[config.mk]
export PLATFORM = sky130hd
export DESIGN_NAME = sprite_oam_scanner
export DESIGN_NICKNAME = d
export VERILOG_FILES = /design/src/rtl/sprite_oam_scanner.sv
export SDC_FILE = /design/constraint.sdc
export NUM_CORES = 1
export LEC_CHECK = 0
export CORE_ASPECT_RATIO = 1.2
export CORE_MARGIN = 5
export CORE_UTILIZATION = 47
export CTS_CLUSTER_SIZE = 40
export DETAILED_ROUTE_END_ITERATION = 12
export GPL_TIMING_DRIVEN = 0
export PLACE_DENSITY = 0.87
export SLEW_MARGIN = 10
export SYNTH_ARGS = -nofsm -noshare
export SYNTH_HDL_FRONTEND = slang
export SYNTH_SLANG_ARGS = --single-unit
export TNS_END_PERCENT = 5
[constraint.sdc]
create_clock -name clk -period 5.15 [get_ports clk]
set_input_delay 1.545 -clock clk [delete_from_list [all_inputs] [get_ports clk]]
set_output_delay 1.545 -clock clk [all_outputs]
set_load 0.05 [all_outputs]
[src/rtl/sprite_oam_scanner.sv]
// Per-line OAM search: walks every OAM entry, compares Y against the latched line,
// and loads the first NUM_SLOTS hits into the sprite X matcher bank.
module sprite_oam_scanner #(
  parameter int unsigned NUM_SLOTS   = 10,
  parameter int unsigned OAM_ENTRIES = 40
) (
  input  logic       clk,
  input  logic       reset,
  input  logic       line_start,
  input  logic [7:0] ly,
  input  logic       obj_size,
  output logic [5:0] oam_addr,
  output logic       oam_rd,
  input  logic [7:0] oam_y,
  input  logic [7:0] oam_x,
  output logic       slot_clear,
  output logic       store_we,
  output logic [3:0] store_slot,
  output logic [7:0] store_x,
  output logic [5:0] store_idx,
  output logic [3:0] store_row,
  output logic       scanning,
  output logic       scan_done,
  output logic [3:0] sprite_count
);

  typedef enum logic [1:0] {StIdle, StRead, StCmp, StFin} state_t;

  state_t     state_q, state_d;
  logic [5:0] n_q, n_d;
  logic [7:0] ly_q;
  logic [3:0] count_q;
  logic       slot_clear_q;
  logic       store_we_q;
  logic [3:0] store_slot_q;
  logic [7:0] store_x_q;
  logic [5:0] store_idx_q;
  logic [3:0] store_row_q;

  logic [7:0] row;
  logic [7:0] height;
  logic       hit;
  logic       do_store;
  logic       last_entry;

  // Sprite Y is biased by 16, so the row offset is taken modulo 256.
  assign row        = ly_q + 8'd16 - oam_y;
  assign height     = obj_size ? 8'd16 : 8'd8;
  assign hit        = (state_q == StCmp) && (row < height);
  assign last_entry = (n_q == 6'(OAM_ENTRIES - 1));
  // A restart in the same clock suppresses the store from the aborted compare.
  assign do_store   = hit && (count_q < 4'(NUM_SLOTS)) && !line_start;

  always_comb begin
    state_d = state_q;
    n_d     = n_q;
    unique case (state_q)
      StIdle: ;
      StRead: state_d = StCmp;
      StCmp: begin
        if (last_entry) begin
          state_d = StFin;
        end else begin
          state_d = StRead;
          n_d     = n_q + 6'd1;
        end
      end
      StFin:  state_d = StIdle;
      default: state_d = StIdle;
    endcase
    if (line_start) begin
      state_d = StRead;
      n_d     = 6'd0;
    end
  end

  always_ff @(posedge clk or posedge reset) begin
    if (reset) begin
      state_q      <= StIdle;
      n_q          <= 6'd0;
      ly_q         <= 8'd0;
      count_q      <= 4'd0;
      slot_clear_q <= 1'b0;
      store_we_q   <= 1'b0;
      store_slot_q <= 4'd0;
      store_x_q    <= 8'd0;
      store_idx_q  <= 6'd0;
      store_row_q  <= 4'd0;
    end else begin
      state_q      <= state_d;
      n_q          <= n_d;
      slot_clear_q <= line_start;
      store_we_q   <= do_store;
      if (line_start) begin
        ly_q    <= ly;
        count_q <= 4'd0;
      end else if (do_store) begin
        count_q <= count_q + 4'd1;
      end
      if (do_store) begin
        store_slot_q <= count_q;
        store_x_q    <= oam_x;
        store_idx_q  <= n_q;
        store_row_q  <= row[3:0];
      end
    end
  end

  assign oam_addr     = n_q;
  assign oam_rd       = (state_q == StRead);
  assign scanning     = (state_q == StRead) || (state_q == StCmp);
  assign scan_done    = (state_q == StFin);
  assign slot_clear   = slot_clear_q;
  assign store_we     = store_we_q;
  assign store_slot   = store_slot_q;
  assign store_x      = store_x_q;
  assign store_idx    = store_idx_q;
  assign store_row    = store_row_q;
  assign sprite_count = count_q;

endmodule

==> results.py <==
metrics = {
    "outcome": {
        "status": "finished, final reports clean",
    },
    "placement": {
        "numPortBuffers": 64,
        "hpwl_mm": 3.68,
        "gp_congestion": 0.724,
        "dp.cells": 316,
    },
    "routing": {
        "ant_nets": 0,
        "postRouteWirelength_mm": 4.65,
        "vias_per_cell": 5.13,
        "dr.pass1.iters": 4,
        "drc": 0,
        "drt-initial-drc-count": 47,
        "avgRoutedWirePerCell_um": 14.4,
        "route.vias.total": 1657,
    },
    "global_route": {
        "grtUsageTotal_pct": 15.1,
        "antenna_found_initial": 0,
        "grt_pass1_wl_mm": 7.60,
        "grt_pass1_vias": 1725,
        "overflow": 0,
        "grt_max_degree": 24,
    },
    "sta": {
        "hold_violations": 0,
        "min_period_ns": 4.65,
        "tightest_slew_ns": 0.530,
        "rsz0062_at_grt": "no",
        "fmax_mhz": 215,
        "period_share_pct": 90.2,
        "fin_skew_ns": 0.00889,
        "max_slew_margin_pct": 64.6,
        "tns_ns": 0,
        "setup_viol": 0,
        "drv_slew": 0,
    },
    "power_and_ir_drop": {
        "irDropWorstVdd_v": 0.000385,
        "p_total_mw": 1.08,
        "cellLeakagePower_nw": 1.56,
        "power_density_nw_per_um2": 342,
    },
    "critical_path": {
        "cp_slowest_cell": "clkdlybuf4s50_1",
        "reg2regPathDepth": 12,
        "cp-startpoint": "oam_y[2]",
        "slowest_delay_ns": 0.46,
        "reg2reg_from": "ly_q[2]",
        "crit_type": "in2reg",
        "cp_cell_sequence": "clkdlybuf4s50_1, inv_1, ha_1, ha_1, a21o_1, a21oi_1, xnor2_1, ha_1, and2_1, a2111oi_0, o211a_1, o211ai_4, buf_6, mux2_4",
        "cpMostUsedCell": "ha_1",
        "r2r_end": "store_row[2]",
        "worstPathArrival_ns": 4.82,
        "rrSetupSlack_ns": 1.89,
        "startpoint_type": "input pin",
        "worstSetupEndpointType": "flip-flop",
        "crit_end": "store_row[2]",
        "cp_max_fo": 10,
        "required_ns": 5.32,
    },
    "clock_tree": {
        "cts_tree": "done",
        "cts_hold_buf": 0,
        "cts_buffer_depth": 2,
        "clock_latency_ns": 0.29,
        "cts-buffers-inserted": 5,
        "path_clk_slew_ns": 0.08,
        "cts_resized": 0,
        "cts_setup_buffers": 0,
        "cts_max_level": 2,
        "cts_root_buf": "clkbuf_8",
        "clock-sinks": 44,
    },
    "layout": {
        "diodes": 0,
        "drive_above_1_share_pct": 16.7,
        "fillers": 391,
        "instances_no_fill": 323,
        "final-seq-area_um2": 1100,
        "final_net_count": 311,
        "multi_input_area_um2": 1140,
        "areaGrowthSynthToFinish_pct": 35.2,
    },
    "synthesis": {
        "netlist_top_cells_area": "dfrtp_1 (47%), mux2_4 (12%), ha_1 (10%)",
        "netlist_area_um2": 2340,
        "ys_seq_area_share_pct": 47.0,
        "synth_seq_cells": 44,
        "ys.flop_type": "dfrtp_1",
        "async_reset_ff_share_pct": 100,
        "yosysMostFrequentCell": "dfrtp_1",
        "synth_top_area_share_pct": 47.0,
        "ys_top_cells_by_count": "dfrtp_1 (44), inv_1 (20), ha_1 (19), mux2_4 (18), nor2_1 (17)",
        "synth_enable_flop_cells": 0,
        "netlist_instances": 191,
        "synth_cell_types": 41,
        "avgSynthCellArea_um2": 12.3,
        "syn_nets": 239,
        "synth.largest_area_cell": "dfrtp_1",
        "ys_warn_count": 0,
    },
    "floorplan": {
        "placementRows": 28,
        "die-area_um2": 6500,
        "fp.dieW_um": 74.5,
        "start_util_pct": 47.8,
        "fp.coreArea_um2": 4900,
        "ios": 65,
        "fp.dieH_um": 87.4,
    },
    "min_path": {
        "hold_start": "store_x[1]",
        "holdCritPathClass": "reg2reg",
    },
    "job": {
        "cap_violations": 0,
    },
}
==> per-stage QoR <==
| stage | utilization (%) | hold slack (ns) | cell area [µm²] | worst slack (ns) |
|---|---|---|---|---|
| 3_5_place_dp | 62.9 | 0.491 | 3090 | 0.196 |
| 3_3_place_gp | 62.4 | 0.489 | 3060 | 0.161 |
| 4_1_cts | 64.6 | 0.513 | 3170 | 0.488 |
| 2_1_floorplan | - | 0.485 | 2340 | 0.908 |
| 5_1_grt | 64.6 | 0.526 | 3170 | 0.408 |
| 6_report | 64.6 | 0.508 | 3170 | 0.503 |
==> metal layers <==
layer,up-vias,GRT usage [%],share of wire (%)
li1,802,-,-
met1,808,16.9,41
met2,42,27.7,52
met3,5,4.27,5.8
met4,0,3.40,0.86
met5,-,0,0
==> placed cells by master (no fill, tap or decap), drive strengths merged <==
cell and count:
fa 1, nand2 7, nand2b 1, nor3b 2
mux2i 4, o211a 2, a22o 1, mux2 28
a211oi 1, a221oi 1, a21oi 2, a2111oi 1
nor2 17, o21a 2, a21boi 1, clkbuf 6
clkdlybuf4s50 64, ha 19, a21o 1, and2 1
nand4 2, a211o 1, o21ai 6, buf 4
nor3 2, xnor2 4, inv 20, a311oi 1
or2 2, clkinvlp 1, dfrtp 44, and3 2
o31ai 1, nand4b 1, o211ai 3, xor2 5
nor2b 1, clkinv 1
==> worst max-delay path: cells and delay by family <==
| kind | cells | cell delay (ns) |
|---|---|---|
| xor gates and xnor gates | 1 | 0.14 |
| buffers and inverters | 3 | 0.69 |
| muxes | 1 | 0.30 |
| adders and majority gates | 3 | 0.90 |
| AOI/OAI and AO/OA | 5 | 1.09 |
| and+or+nand+nor | 1 | 0.14 |
==> cell families after synthesis <==
logic type      count (synthesis)  synth area share (%)
simple gates                   38                  7.90
flops                          44                  47.0
mux                            32                  18.0
compound gates                 24                  8.22
xor+xnor                        9                  3.36
buf+inv                        24                  4.48
fa+ha+maj                      20                  11.0
==> worst min-delay path by stage <==
stage            endpoint  slack, ns  depth (start not counted)
3_5_place_dp   store_x[2]       0.49                          1
4_1_cts        store_x[7]       0.51                          1
6_report       store_x[1]       0.51                          1
3_3_place_gp   store_x[2]       0.49                          1
5_1_grt           ly_q[3]       0.53                          1
2_1_floorplan     ly_q[1]       0.48                          1
==> sequential cells by signal (all words and copies together), names as in the netlist <==
register	flops
ly_q	8
store_x	8
oam_addr	6
store_idx	6
sprite_count	4
store_row	4
store_slot	4
state_q	2
slot_clear	1
store_we	1
==> where the power goes <==
part | leakage [nW] | internal (mW) | switching, mW | total [mW]
Clock | 0.0400 | 0.0919 | 0.110 | 0.202
Sequential | 0.584 | 0.386 | 0.0282 | 0.414
Combinational | 0.934 | 0.187 | 0.280 | 0.467
==> final cells by class <==
class | count | area share, %
multi-input cells | 123 | 35.9
clock inverters | 2 | 0.395
repair buffers | 65 | 21.1
inverters | 20 | 2.37
well taps | 60 | 2.37
flip-flops and latches | 44 | 34.8
clock buffers | 5 | 2.17
plain buffers | 4 | 0.948
Note: power is estimated with default switching activity, not from simulation.
